[config.mk]
export PLATFORM = sky130hd
export DESIGN_NAME = dense_argmax
export DESIGN_NICKNAME = d
export VERILOG_FILES = /design/src/rtl/dense_argmax.sv
export SDC_FILE = /design/constraint.sdc
export NUM_CORES = 1
export LEC_CHECK = 0
export CORE_MARGIN = 4
export CORE_UTILIZATION = 45
export CTS_BUF_LIST = sky130_fd_sc_hd__clkbuf_4 sky130_fd_sc_hd__clkbuf_8 sky130_fd_sc_hd__clkbuf_16
export DETAILED_ROUTE_END_ITERATION = 12
export GPL_ROUTABILITY_DRIVEN = 1
export PLACE_DENSITY = 0.76
export SYNTH_ARGS = -nofsm -noshare
export SYNTH_HDL_FRONTEND = slang
export SYNTH_SLANG_ARGS = --single-unit
[constraint.sdc]
create_clock -name clk -period 2.1 [get_ports clk]
set_input_delay 0.315 -clock clk [delete_from_list [all_inputs] [get_ports clk]]
set_output_delay 0.315 -clock clk [all_outputs]
set_load 0.03 [all_outputs]
[src/rtl/dense_argmax.sv]
// Argmax over the dense-layer outputs RAM: streams OUT_COUNT signed scores
// through a registered read port and publishes the index of the largest one.
module dense_argmax #(
  parameter int OUT_COUNT = 10,
  parameter int DATA_SIZE = 16,
  parameter int IDX_W     = (OUT_COUNT > 1) ? $clog2(OUT_COUNT) : 1
) (
  input  logic                 clk,
  input  logic                 rst,
  input  logic                 start,
  output logic                 ram_rd,
  output logic [IDX_W-1:0]     ram_adr,
  input  logic [DATA_SIZE-1:0] ram_dataOut,
  output logic                 busy,
  output logic                 done,
  output logic                 valid,
  output logic [IDX_W-1:0]     class_idx,
  output logic [DATA_SIZE-1:0] class_val
);

  // states: IDLE wait | FETCH read addr 0 | SCAN read+compare | LAST compare final | DONE publish
  typedef enum logic [2:0] {IDLE, FETCH, SCAN, LAST, DONE} stateT;

  localparam logic [IDX_W-1:0] LAST_IDX = IDX_W'(OUT_COUNT - 1);

  stateT            state, nextState;
  logic [IDX_W-1:0] adrCnt;
  logic [IDX_W-1:0] dataIdx;
  logic             evalEn;
  logic             isFirst;
  logic             isGreater;

  always_comb begin
    nextState = state;
    ram_rd    = 1'b0;
    ram_adr   = '0;
    evalEn    = 1'b0;
    dataIdx   = LAST_IDX;
    case (state)
      IDLE: begin
        if (start) nextState = FETCH;
      end
      FETCH: begin
        ram_rd    = 1'b1;
        nextState = (OUT_COUNT > 1) ? SCAN : LAST;
      end
      SCAN: begin
        ram_rd  = 1'b1;
        ram_adr = adrCnt;
        evalEn  = 1'b1;
        dataIdx = adrCnt - 1'b1;
        if (adrCnt == LAST_IDX) nextState = LAST;
      end
      LAST: begin
        evalEn    = 1'b1;
        dataIdx   = LAST_IDX;
        nextState = DONE;
      end
      DONE: begin
        nextState = IDLE;
      end
      default: nextState = IDLE;
    endcase
  end

  assign busy = (state != IDLE);
  assign done = (state == DONE);

  // Read data lags the address by one cycle, so dataIdx names the score arriving now.
  assign isFirst   = (dataIdx == '0);
  assign isGreater = $signed(ram_dataOut) > $signed(class_val);

  always_ff @(posedge clk or negedge rst) begin
    if (!rst) begin
      state     <= IDLE;
      adrCnt    <= '0;
      valid     <= 1'b0;
      class_idx <= '0;
      class_val <= '0;
    end else begin
      state <= nextState;

      if (state == FETCH)
        adrCnt <= IDX_W'(1);
      else if (state == SCAN && adrCnt != LAST_IDX)
        adrCnt <= adrCnt + 1'b1;

      if (state == IDLE && start)
        valid <= 1'b0;
      else if (state == LAST)
        valid <= 1'b1;

      // Strict greater-than keeps the lowest index on ties.
      if (evalEn && (isFirst || isGreater)) begin
        class_idx <= dataIdx;
        class_val <= ram_dataOut;
      end
    end
  end

endmodule

==> flow_summary.ini, run 1 <==
[outcome]
status = complete, but fails checks
violations = negative setup slack

[clocking]
cts-root-buf = clkbuf_8
hold_buffers = 0
numCtsBuffers = 3
cts_num_sinks = 28
clk_latency_ns = 0.28
path_clk_slew_ns = 0.10
cts.path.max_buffers = 2
cts_max_level = 1
cts_tree = yes

[yosys]
synth-seq-cells = 28
synth-edff-count = 0
synth.yosys.seq_area_share = 0.344
synthMuxAreaShare = 0.00491
synth_cells = 205
synth_warnings = 0
synth-compound-area-share = 0.269
yosys.area_share.simple = 0.165
synth_nets = 243
yosys.area_share.xor_xnor = 0.0215
synthAdderAreaFrac = 0.117
syn_area_per_cell_um2 = 9.94
synth_top_family_by_area = compound AO/OA/AOI/OAI gates
synthFlopType = dfrtp_1
synth_cell_types = 43
synth_area_mm2 = 0.00204
synthArstFlopShare = 1.00

[final_layout]
syn2layout_area_growth_pct = 56.5
diodes = 0
final_common_cell = buf_4
fin_nets = 346
final_cell_mix = buf_4, clkdlybuf4s50_1, a21oi_1
final_util = 0.727
drive_above_1_share = 0.394

[critical_path]
end_kind = flip-flop
crit_type = reg -> reg
critPathMaxFanout = 5
required_ns = 2.27
cp.arrival_ns = 2.38
worst_setup_path_start_kind = flip-flop

[pwr]
p_per_area_mw_per_mm2 = 1780
p_total_mw = 5.66
p_leak_nw = 1.47
ir_worst_vdd_uv = 992

[placed_design]
pre_cts_ws_ns = -0.542
routabilityCongestion = 0.842
hpwlAfterDp_um = 4340
port_buffers = 46

[drt]
wl_per_cell_um = 16.7
ant_nets = 0
wl_um = 6000
vias = 2044
drt-vias-per-instance = 5.69
drc = 0
drt-initial-drc-count = 104
drt_first_pass_iters = 4

[sta]
rsz0062_at_grt = true
fin_ws_ns = -0.118
slew_violations = 0
layout_min_cycle_time_ns = 2.22
finalSetupViolations = 20
hold_viol = 0
timing.fmax_ghz = 0.451
worstMarginPinSlew_ns = 0.389
slew_headroom = 0.741
finalCritPeriodShare = 1.06
finClkSkew_ns = 0.00307

[worst_hold_path]
hold_path_class = in -> async

[die]
core_area_mm2 = 0.00438
die_w_um = 75.3
core.rowCount = 24
start_util = 0.465
io_pins = 47
dieArea_mm2 = 0.00567
die_h_um = 75.3

[global_route]
antenna_found_initial = 0
grt_first_pass_wirelength_um = 9450
grt_pass1_vias = 2106
grt_usage = 0.214
grt_max_degree = 29
overflow = 0

[run]
drv_cap = 0
[synthesized netlist by cell type (3+ instances only)]
library cell	n	share of area
a21oi_1	22	0.054
a221o_1	19	0.093
a22o_1	16	0.069
and2_1	5	0.015
and4_1	3	0.013
buf_2	3	0.0074
buf_6	5	0.028
dfrtp_1	28	0.34
ha_1	19	0.12
inv_1	21	0.039
nand2_1	8	0.015
nand2b_1	3	0.0092
nand4_1	4	0.012
nor2_1	9	0.017
nor3b_1	3	0.011
xnor2_1	3	0.013
[registers in the layout (all words and copies together), names as in the netlist]
register   cells
class_idx      4
state          3
valid          1
class_val     16
adrCnt         4
[logic make-up (layout without fill, tap and decap cells)]
group	Yosys count	after routing
DFF	28	28
xor gates and xnor gates	5	5
muxes	1	1
buffers and inverters	31	133
and+or+nand+nor	54	54
AOI/OAI and AO/OA	67	67
adders and majority gates	19	19
[worst max-delay path, cell delays in order (launching register included)]
cell and delay [ns]:
dfrtp_2 0.38, inv_2 0.04, ha_1 0.28, nand4_1 0.19
or4_4 0.57, nand2_4 0.09, a21oi_4 0.05, buf_6 0.14
a221o_1 0.35
[path summary, 6_finish.rpt]
check | from | end | slack [ns] | cells after the start
setup / recovery | class_val[4]$_DFFE_PN0P_ | class_val[0]$_DFFE_PN0P_ | -0.12 | 8
hold / removal | rst | class_val[13]$_DFFE_PN0P_ | 0.41 | 2
setup reg to reg | class_val[4]$_DFFE_PN0P_ | class_val[0]$_DFFE_PN0P_ | -0.12 | 8
hold reg to reg | valid$_DFFE_PN0P_ | valid$_DFFE_PN0P_ | 0.51 | 1
max in group asynchronous | rst | class_val[15]$_DFFE_PN0P_ | 1.38 | 2
min in group clk | valid$_DFFE_PN0P_ | valid$_DFFE_PN0P_ | 0.51 | 1
[layer usage]
layer / part of all wire / vias up / wire length (um) / global-route usage
met4: 0.011 / 0 / 66 / 0.0680
met5: 0 / - / 0 / 0
li1: - / 983 / - / -
met1: 0.42 / 982 / 2520 / 0.263
met3: 0.059 / 8 / 354 / 0.0409
met2: 0.51 / 71 / 3060 / 0.376
[metrics by stage]
| step | setup TNS (ns) | hold slack, ns | area, um2 | std cells |
|---|---|---|---|---|
| 2_1_floorplan | -1.36 | 0.0194 | 2130 | 205 |
| 3_3_place_gp | -9.22 | 0.464 | 3000 | 351 |
| 3_5_place_dp | -10.26 | 0.470 | 3000 | 351 |
| 4_1_cts | -1.74 | 0.421 | 3160 | 357 |
| 5_1_grt | -3.12 | 0.448 | 3190 | 359 |
| 6_report | -1.79 | 0.412 | 3190 | 359 |
[report_power, final]
group / total (mW) / switching (mW) / internal (mW)
clock: 0.351 / 0.183 / 0.168
combinational: 4.26 / 2.15 / 2.11
sequential: 1.05 / 0.209 / 0.845
total: 5.66 / 2.54 / 3.12
[repair_timing]
action,4_1_cts,5_1_grt
resized for setup,24,5
pin swaps,10,2
setup buffers,2,2
endpoints found under the setup margin,21,22
[layout make-up]
type,count,area [um2]
Multi-Input combinational cell,146,1340
Fill cell,343,1190
Timing Repair Buffer,108,935
Sequential cell,28,721
Inverter,21,78.8
Tap cell,52,65.1
Clock buffer,4,55.1
Note: power is estimated with default switching activity, not from simulation.
==> inputs of run 2 (changes only) <==
CORE_UTILIZATION = 48   (was 45)
PLACE_DENSITY = 0.77   (was 0.76)
clock period = 2.2 ns   (was 2.1 ns; I/O delays follow)
==> run 2 against run 1 <==
The flow still finishes with violations (negative setup slack). Non-clock buffer count decreased by 17. Count of clock-buffer cells in the layout unchanged. Register-to-register slack improved by 0.12 ns. Clock skew increased by 0.0092 ns. Via count decreased by 4.1%. Core utilization increased by 3.4 points. Combinational power decreased by 10%. Fmax increased by 0.79%. Routed wire length decreased by 5.9%. First-iteration DRC count decreased by 24%. Clock power decreased by 9.7%. Total power decreased by 8.1%. Largest cell class unchanged.
==> flow_summary.ini, run 2 (same netlist as run 1, synthesis figures left out) <==
[die]
die_w_um = 73.2
core_area_mm2 = 0.00406
dieArea_mm2 = 0.00535
start_util = 0.502
die_h_um = 73.2
core.rowCount = 23
io_pins = 47

[sta]
layout_min_cycle_time_ns = 2.20
fin_ws_ns = -0.000129
rsz0062_at_grt = true
worstMarginPinSlew_ns = 0.369
finalCritPeriodShare = 1.00
finClkSkew_ns = 0.0123
hold_viol = 0
timing.fmax_ghz = 0.455
slew_violations = 0
slew_headroom = 0.754
finalSetupViolations = 1

[worst_hold_path]
hold_path_class = in -> async

[placed_design]
port_buffers = 46
routabilityCongestion = 0.823
hpwlAfterDp_um = 3940
pre_cts_ws_ns = -0.416
dp.cells = 331

[critical_path]
end_kind = flip-flop
critPathMaxFanout = 5
crit_type = reg -> reg
worst_setup_path_start_kind = flip-flop
cp.arrival_ns = 2.36
required_ns = 2.36

[clocking]
cts-root-buf = clkbuf_8
cts_max_level = 1
cts_num_sinks = 28
cts_tree = yes
numCtsBuffers = 3
cts.path.max_buffers = 2
path_clk_slew_ns = 0.11
clk_latency_ns = 0.28

[drt]
wl_per_cell_um = 16.6
drt_first_pass_iters = 4
drt-initial-drc-count = 79
vias = 1961
drt-vias-per-instance = 5.77
drc = 0
wl_um = 5640
ant_nets = 0

[global_route]
overflow = 0
grt_usage = 0.203
antenna_found_initial = 0
grt_first_pass_wirelength_um = 8580
grt_pass1_vias = 1878
grt_max_degree = 29

[final_layout]
diodes = 0
fin_nets = 329
multi_input_area_mm2 = 0.00136
largest_reg_flops = 16
drive_above_1_share = 0.383
syn2layout_area_growth_pct = 51.6
fillers = 287
final_cell_mix = buf_4, clkdlybuf4s50_1, a21oi_1, a221o_1
largest_register = class_val
layout.area.seq_um2 = 721
top_regs = class_val (16), adrCnt (4), class_idx (4)
finalNonFillerCells = 340
final_common_cell = buf_4

[pwr]
p_total_mw = 5.20
p_leak_nw = 1.43
p_per_area_mw_per_mm2 = 1680
ir_worst_vdd_uv = 945

[outcome]
status = complete, but fails checks
violations = negative setup slack

[run]
drv_cap = 0
## run 2: cell types whose count changed in the layout (fill, tap and decap cells not counted), moves of 3 or more
| cell | previous run | this run |
|---|---|---|
| a21oi_1 | 22 | 19 |
| inv_1 | 14 | 9 |
| inv_2 | 7 | 12 |
| a21oi_2 | 0 | 3 |
| dlymetal6s2s_1 | 2 | 9 |
| ha_4 | 9 | 12 |
| buf_4 | 61 | 44 |
| clkdlybuf4s50_1 | 29 | 26 |
| dlygate4sd2_1 | 11 | 7 |
| ha_1 | 10 | 7 |
## run 2: report_power, final
part | total (mW) | internal [mW] | switching (mW) | leakage, nW
logic | 3.82 | 1.87 | 1.95 | 1.08
registers | 1.07 | 0.809 | 0.256 | 0.322
clock network | 0.317 | 0.143 | 0.174 | 0.0262
total | 5.20 | 2.82 | 2.38 | 1.43
## run 2: layout make-up
| class | instances | share of cell area |
|---|---|---|
| multi-input combinational | 146 | 0.439 |
| timing repair buffer | 91 | 0.266 |
| sequential | 28 | 0.233 |
| inverter | 21 | 0.0255 |
| tap | 50 | 0.0203 |
| clock buffer | 4 | 0.0158 |
## run 2: worst paths after layout
kind / startpoint / endpoint / slack (ns) / cells past startpoint
max in group asynchronous: rst / class_val[0]$_DFFE_PN0P_ / 1.48 / 2
min reg2reg: valid$_DFFE_PN0P_ / valid$_DFFE_PN0P_ / 0.49 / 1
max: class_val[7]$_DFFE_PN0P_ / class_val[0]$_DFFE_PN0P_ / -0.0001 / 9
min: rst / class_val[10]$_DFFE_PN0P_ / 0.41 / 2
max reg2reg: class_val[7]$_DFFE_PN0P_ / class_val[0]$_DFFE_PN0P_ / -0.0001 / 9
min in group clk: ram_dataOut[2] / class_val[2]$_DFFE_PN0P_ / 0.46 / 3
## run 2: layer usage
metal / vias up / share of wire / track usage
li1: 948 / - / -
met1: 932 / 0.45 / 0.274
met2: 62 / 0.48 / 0.339
met3: 19 / 0.050 / 0.0289
met4: 0 / 0.025 / 0.0553
met5: - / 0 / 0
## run 2: timing repair
| action | CTS | global route |
|---|---|---|
| setup endpoints to repair | 20 | 21 |
| gates cloned | 1 | 0 |
| pin swaps | 5 | 15 |
| gates resized for setup | 12 | 28 |
| setup buffers | 1 | 3 |
| hold buffers | 0 | 0 |
## run 2: metrics by stage
step | TNS (ns) | util | hold WS, ns | cell area, um2
after detailed placement | -7.48 | 0.703 | 0.465 | 2850
after floorplan | -0.158 | - | 0.0344 | 2130
after global routing | -0.376 | 0.761 | 0.443 | 3090
after CTS | 0 | 0.721 | 0.423 | 2930
after global placement | -6.72 | 0.703 | 0.469 | 2850
final | -0.000129 | 0.761 | 0.413 | 3090
## run 2: worst max-delay path: stages (launching register included)
cell and delay [ns]:
dfrtp_2 0.44, inv_2 0.08, ha_4 0.19, buf_4 0.13, a21oi_2 0.17, o221ai_2 0.13
o2111ai_2 0.31, a21oi_4 0.13, buf_6 0.15, a221o_1 0.34
